--- src/rtl/reg_dump.sv ---
// reg_dump: walks a register-file address range and streams each word out
// over a valid/ready port, keeping a running checksum of accepted words.
//
// Ports:
//   clk, rst_n          clock, asynchronous active-low reset
//   start, first, last  request a dump of registers first..last (wrapping)
//   abort               cancel a dump in progress
//   rd_addr, rd_data    register-file read port (combinational read)
//   out_valid/out_ready output handshake
//   out_data/out_addr   captured word and its register index
//   out_last            marks the final word of the dump
//   busy, done          status: not idle / one-cycle completion pulse
//   checksum            wrapping sum of the words accepted so far

module reg_dump #(
    parameter int DATAWIDTH = 16,
    parameter int REGWIDTH  = 4
) (
    input  logic                 clk,
    input  logic                 rst_n,
    input  logic                 start,
    input  logic [REGWIDTH-1:0]  first,
    input  logic [REGWIDTH-1:0]  last,
    input  logic                 abort,
    output logic [REGWIDTH-1:0]  rd_addr,
    input  logic [DATAWIDTH-1:0] rd_data,
    output logic                 out_valid,
    input  logic                 out_ready,
    output logic [DATAWIDTH-1:0] out_data,
    output logic [REGWIDTH-1:0]  out_addr,
    output logic                 out_last,
    output logic                 busy,
    output logic                 done,
    output logic [DATAWIDTH-1:0] checksum
);

    typedef enum logic [1:0] {
        IDLE = 2'd0,
        READ = 2'd1,
        SEND = 2'd2,
        DONE = 2'd3
    } state_t;

    state_t              state;
    logic [REGWIDTH-1:0] ptr;
    logic [REGWIDTH-1:0] end_ptr;

    logic handshake;
    logic at_end;

    // The read address is the pointer itself, so it settles a full cycle
    // before the READ-state capture edge.
    assign rd_addr   = ptr;
    assign handshake = out_valid & out_ready;
    assign at_end    = (ptr == end_ptr);

    // out_last is registered at capture time; ptr is frozen while the word
    // waits in SEND, so this equals out_valid & (ptr == end_ptr).
    always_ff @(posedge clk or negedge rst_n) begin
        if (!rst_n) begin
            state     <= IDLE;
            ptr       <= '0;
            end_ptr   <= '0;
            out_valid <= 1'b0;
            out_data  <= '0;
            out_addr  <= '0;
            out_last  <= 1'b0;
            busy      <= 1'b0;
            done      <= 1'b0;
            checksum  <= '0;
        end else begin
            done <= 1'b0;
            unique case (state)
                IDLE: begin
                    // start beats abort here; abort alone is a no-op.
                    if (start) begin
                        ptr      <= first;
                        end_ptr  <= last;
                        checksum <= '0;
                        busy     <= 1'b1;
                        state    <= READ;
                    end
                end
                READ: begin
                    if (abort) begin
                        busy  <= 1'b0;
                        state <= IDLE;
                    end else begin
                        out_data  <= rd_data;
                        out_addr  <= ptr;
                        out_last  <= at_end;
                        out_valid <= 1'b1;
                        state     <= SEND;
                    end
                end
                SEND: begin
                    if (abort) begin
                        // A word handed over on the abort edge is dropped.
                        out_valid <= 1'b0;
                        out_last  <= 1'b0;
                        busy      <= 1'b0;
                        state     <= IDLE;
                    end else if (handshake) begin
                        checksum  <= checksum + out_data;
                        out_valid <= 1'b0;
                        out_last  <= 1'b0;
                        if (at_end) begin
                            done  <= 1'b1;
                            state <= DONE;
                        end else begin
                            ptr   <= ptr + REGWIDTH'(1);
                            state <= READ;
                        end
                    end
                end
                DONE: begin
                    // done drops back via the default above.
                    busy  <= 1'b0;
                    state <= IDLE;
                end
                default: begin
                    busy  <= 1'b0;
                    state <= IDLE;
                end
            endcase
        end
    end

endmodule

--- config.mk ---
export PLATFORM = sky130hd
export DESIGN_NAME = reg_dump
export DESIGN_NICKNAME = d
export VERILOG_FILES = /design/src/rtl/reg_dump.sv
export SDC_FILE = /design/constraint.sdc
export NUM_CORES = 1
export LEC_CHECK = 0
export CAP_MARGIN = 10
export CORE_MARGIN = 4
export CORE_UTILIZATION = 53
export CTS_CLUSTER_DIAMETER = 30
export CTS_CLUSTER_SIZE = 10
export DETAILED_ROUTE_END_ITERATION = 16
export PLACE_DENSITY = 0.85
export SKIP_LAST_GASP = 1
export SYNTH_ARGS = -nofsm -noshare
export SYNTH_HDL_FRONTEND = slang
export SYNTH_SLANG_ARGS = --single-unit
--- constraint.sdc ---
create_clock -name clk -period 4.3 [get_ports clk]
set_input_delay 0.43 -clock clk [delete_from_list [all_inputs] [get_ports clk]]
set_output_delay 0.43 -clock clk [all_outputs]
set_load 0.05 [all_outputs]
==> summary.md <==
| Metric | Value |
|---|---|
| Commonest non-fill, non-tap cell in the layout | clkdlybuf4s50_1 |
| CP endpoint kind | flip-flop |
| Synth cell types | 47 |
| Top cell family by delay on the critical path | compound AO/OA/AOI/OAI gates |
| Power per cell area | 803.8 nW/um^2 |
| CTS root buf | clkbuf_8 |
| R2r startpoint | out_data[0] |
| Antenna-violating nets left | 0 |
| Fmax | 0.3857 GHz |
| Register bit total from synthesis | 50 |
| Routed WL | ~7300 um |
| Classification of the worst-slack hold path | in -> async |
| Die area | between 6000 and 7000 sq um |
| Starting Density | 0.5559 |
| Tmin final | about 2.6 ns |
| GRT Total Usage | 0.2359 |
| Synthesis Warnings | 0 |
| Post-synthesis compound-gate area fraction | 0.1902 |
| Unrepaired setup endpoints after global routing | no |
| Die height | roughly 82 um |
| Period utilization | 0.6029 |
| Layout cell share with drive strength beyond 1 | 0.1105 |
| Post-DR vias/cell | 6.012 |
| Final hold vios | 0 |
| IR drop worst, VDD | a little over 0.0005 V |
| Rows | 26 |
| Input/output buffers | 72 |
| Layout net count | roughly 400 |
| 1st-iter DRT viols | 140 |
| Core region area | 5172 sq um |
| Top cell type's share of synthesized area | 0.4352 |
| Cts hold-fix bufs | 0 |
| Avg WL per Cell | between 15 and 20 um |
| Worst R2R Setup Slack | roughly 1.7 ns |
| Syn Inst Count | 282 |
| CTS tree | yes |
| Clock Tree Buf Depth | 2 |
| Synthesized area | ~2900 sq um |
| Initial antenna violation count | 0 |
| Area delta synth->final | 31.11% |
| Overflow after GRT | 0 |
| Leak | 1.632 nW |
| CTS resizes | 0 |
| H-tree levels | 2 |
| Critical path type | reg -> reg |
| CP peak stage delay | roughly 0.47 ns |
| CP cell instances | ha_1 -> inv_1 -> fa_1 -> nor2b_1 -> o31ai_1 -> a21oi_1 -> nor2_1 -> o21ai_0 -> a221o_1 |
| Max cap viols | 0 |
| Post-Syn Nets | between 300 and 400 |
| Worst r2r path cells | 9 |
| Initial DRT Pass Iterations | 4 |
| Place WS | 1.802 ns |
| Ports | 73 |
| CP max-delay cell | o31ai_1 |
| First-pass GRT wire length | about 12,000 um |
| WP data arrival | between 2 and 3 ns |
| Multiplexer share of the synthesized area | 0.09704 |
| Rel. slew slack | 0.2318 |
| Area of the multi-input gates | between 1500 and 2000 sq um |
| Worst Path Buf+Inv | 1 |
| Die Span X | between 80 and 90 um |
| Setup TNS | 0 ns |
| Synth Area in Simple Gates | 0.1305 |
| Fill count | roughly 370 |
| Most frequent cells in the layout | 71 x clkdlybuf4s50_1, 50 x dfrtp_1, 23 x mux2_2 |
| RePlAce Congestion | approximately 0.86 |
| Synth top area cells | dfrtp_1 44%, mux2_2 9.0%, ha_1 8.3%, a21oi_1 3.5%, o21ai_0 3.1% |
| Yosys top cell by area | dfrtp_1 |
| Num CTS Buffers | 5 |
| Clock Skews | between 0.01 and 0.015 ns |
| Clock latency on the worst-skew pair | approximately 0.3 ns |
| Syn_area_per_cell | ~10 sq um |
| Worst-Margin Slew | between 1 and 1.5 ns |
| Largest family of logic cells by synthesized area | compound AO/OA/AOI/OAI gates |
| TritonCTS Sinks | 50 |
| Fin. max-slew vios | 0 |
| Max FO, Critical Path | 4 |
| PnR worst setup slack | 1.708 ns |
| Worst r2r dst | checksum[12] |
| Final setup viols | 0 |
| Largest net degree at the start of global routing | between 50 and 60 |
| XOR/XNOR share of the synthesized area | 0.03046 |
| Vias in the first global route | roughly 2,500 |
| Post-CTS setup buffer count | 0 |
| Status | finished, final reports clean |
| Critical path launch point type | flip-flop |
| Register area | approximately 1300 sq um |
| Via Count | 2,543 |
| Seq/Total Area, Yosys | 0.4352 |
| Area share of fa/ha/maj cells after synthesis | 0.08964 |
| Worst Path Required | 4.48 ns |
| DRC errors left | 0 |
| Antenna Cells | 0 |
| Hpwl dp | around 5300 um |
| Total power | 0.003030 W |
| Clock-pin slew on the worst setup and hold paths | approximately 0.090 ns |
==> cell usage after synthesis (all sizes together) <==
| cell | count |
|---|---|
| nand2 | 22 |
| o211ai | 3 |
| nand4b | 1 |
| a22o | 1 |
| a32oi | 1 |
| mux2 | 23 |
| clkbuf | 6 |
| mux2i | 2 |
| ha | 19 |
| o32ai | 1 |
| xor2 | 5 |
| a221o | 2 |
| and4 | 2 |
| nand4 | 3 |
| and3 | 3 |
| inv | 9 |
| and2 | 1 |
| o2111a | 1 |
| a311oi | 1 |
| o21ai | 19 |
| o2111ai | 2 |
| a21o | 10 |
| dfrtp | 50 |
| o22ai | 7 |
| a32o | 2 |
| o311a | 1 |
| a211oi | 6 |
| fa | 1 |
| nor2b | 2 |
| nand2b | 4 |
| nor2 | 23 |
| xnor2 | 5 |
| o21a | 2 |
| or3 | 2 |
| nand3 | 6 |
| or4 | 2 |
| a21oi | 21 |
| o31ai | 3 |
| or2 | 1 |
| buf | 3 |
| nor3 | 4 |
==> state kept, by name, indices dropped and copies added (netlist names) <==
signal     cells
checksum      16
rd_addr        4
out_last       1
busy           1
state          2
done           1
out_valid      1
out_data      16
out_addr       4
end_ptr        4
==> layout make-up <==
type / count / share of cell area
Clock buffer: 6 / 0.02191
Sequential cell: 50 / 0.3319
Clock inverter: 1 / 0.007965
Multi-Input combinational cell: 214 / 0.4109
Inverter: 9 / 0.008961
Timing Repair Buffer: 73 / 0.1952
Tap cell: 70 / 0.02323
==> per-stage QoR <==
| stage | util | cells | hold slack, ns | instance area (sq um) |
|---|---|---|---|---|
| after floorplan | - | 282 | 0.1344 | 2875 |
| after global routing | 0.7288 | 423 | 0.07053 | 3770 |
| after CTS | 0.7250 | 422 | 0.3721 | 3750 |
| final | 0.7288 | 423 | 0.04794 | 3770 |
| after global placement | 0.7032 | 415 | 0.4931 | 3637 |
| after detailed placement | 0.7032 | 415 | 0.4979 | 3637 |
==> worst max path at each step <==
stage	cells after the start	slack, ns	end	startpoint
4_1_cts	9	1.78	checksum[12]	out_data[0]
2_1_floorplan	8	1.84	checksum[15]	checksum[9]
3_5_place_dp	9	1.80	checksum[12]	out_data[0]
3_3_place_gp	3	1.89	out_data[5]	abort
5_1_grt	9	1.58	checksum[12]	out_data[0]
6_report	9	1.71	checksum[12]	out_data[0]
==> where the power goes <==
part,switching [W],internal (W)
Sequential,0.000170,0.000651
Combinational,0.00117,0.000700
Clock,0.000151,0.000186
Total,0.00149,0.00154
==> cells by family (layout without fill, tap and decap cells) <==
logic type      count (synthesis)  in the layout
compound gates                 83             83
xor+xnor                       10             10
fa+ha+maj                      20             20
buf+inv                        18             89
flops                          50             50
mux                            25             25
simple gates                   76             76
==> layer usage <==
| layer | wire length [um] | vias to the layer above | track usage |
|---|---|---|---|
| met5 | 0 | - | 0 |
| met4 | 153 | 0 | 0.08472 |
| met3 | 338 | 14 | 0.04276 |
| met2 | 3696 | 84 | 0.3941 |
| met1 | 3123 | 1258 | 0.3072 |
| li1 | - | 1187 | - |
No activity file was read; power rests on OpenSTA's default activity.
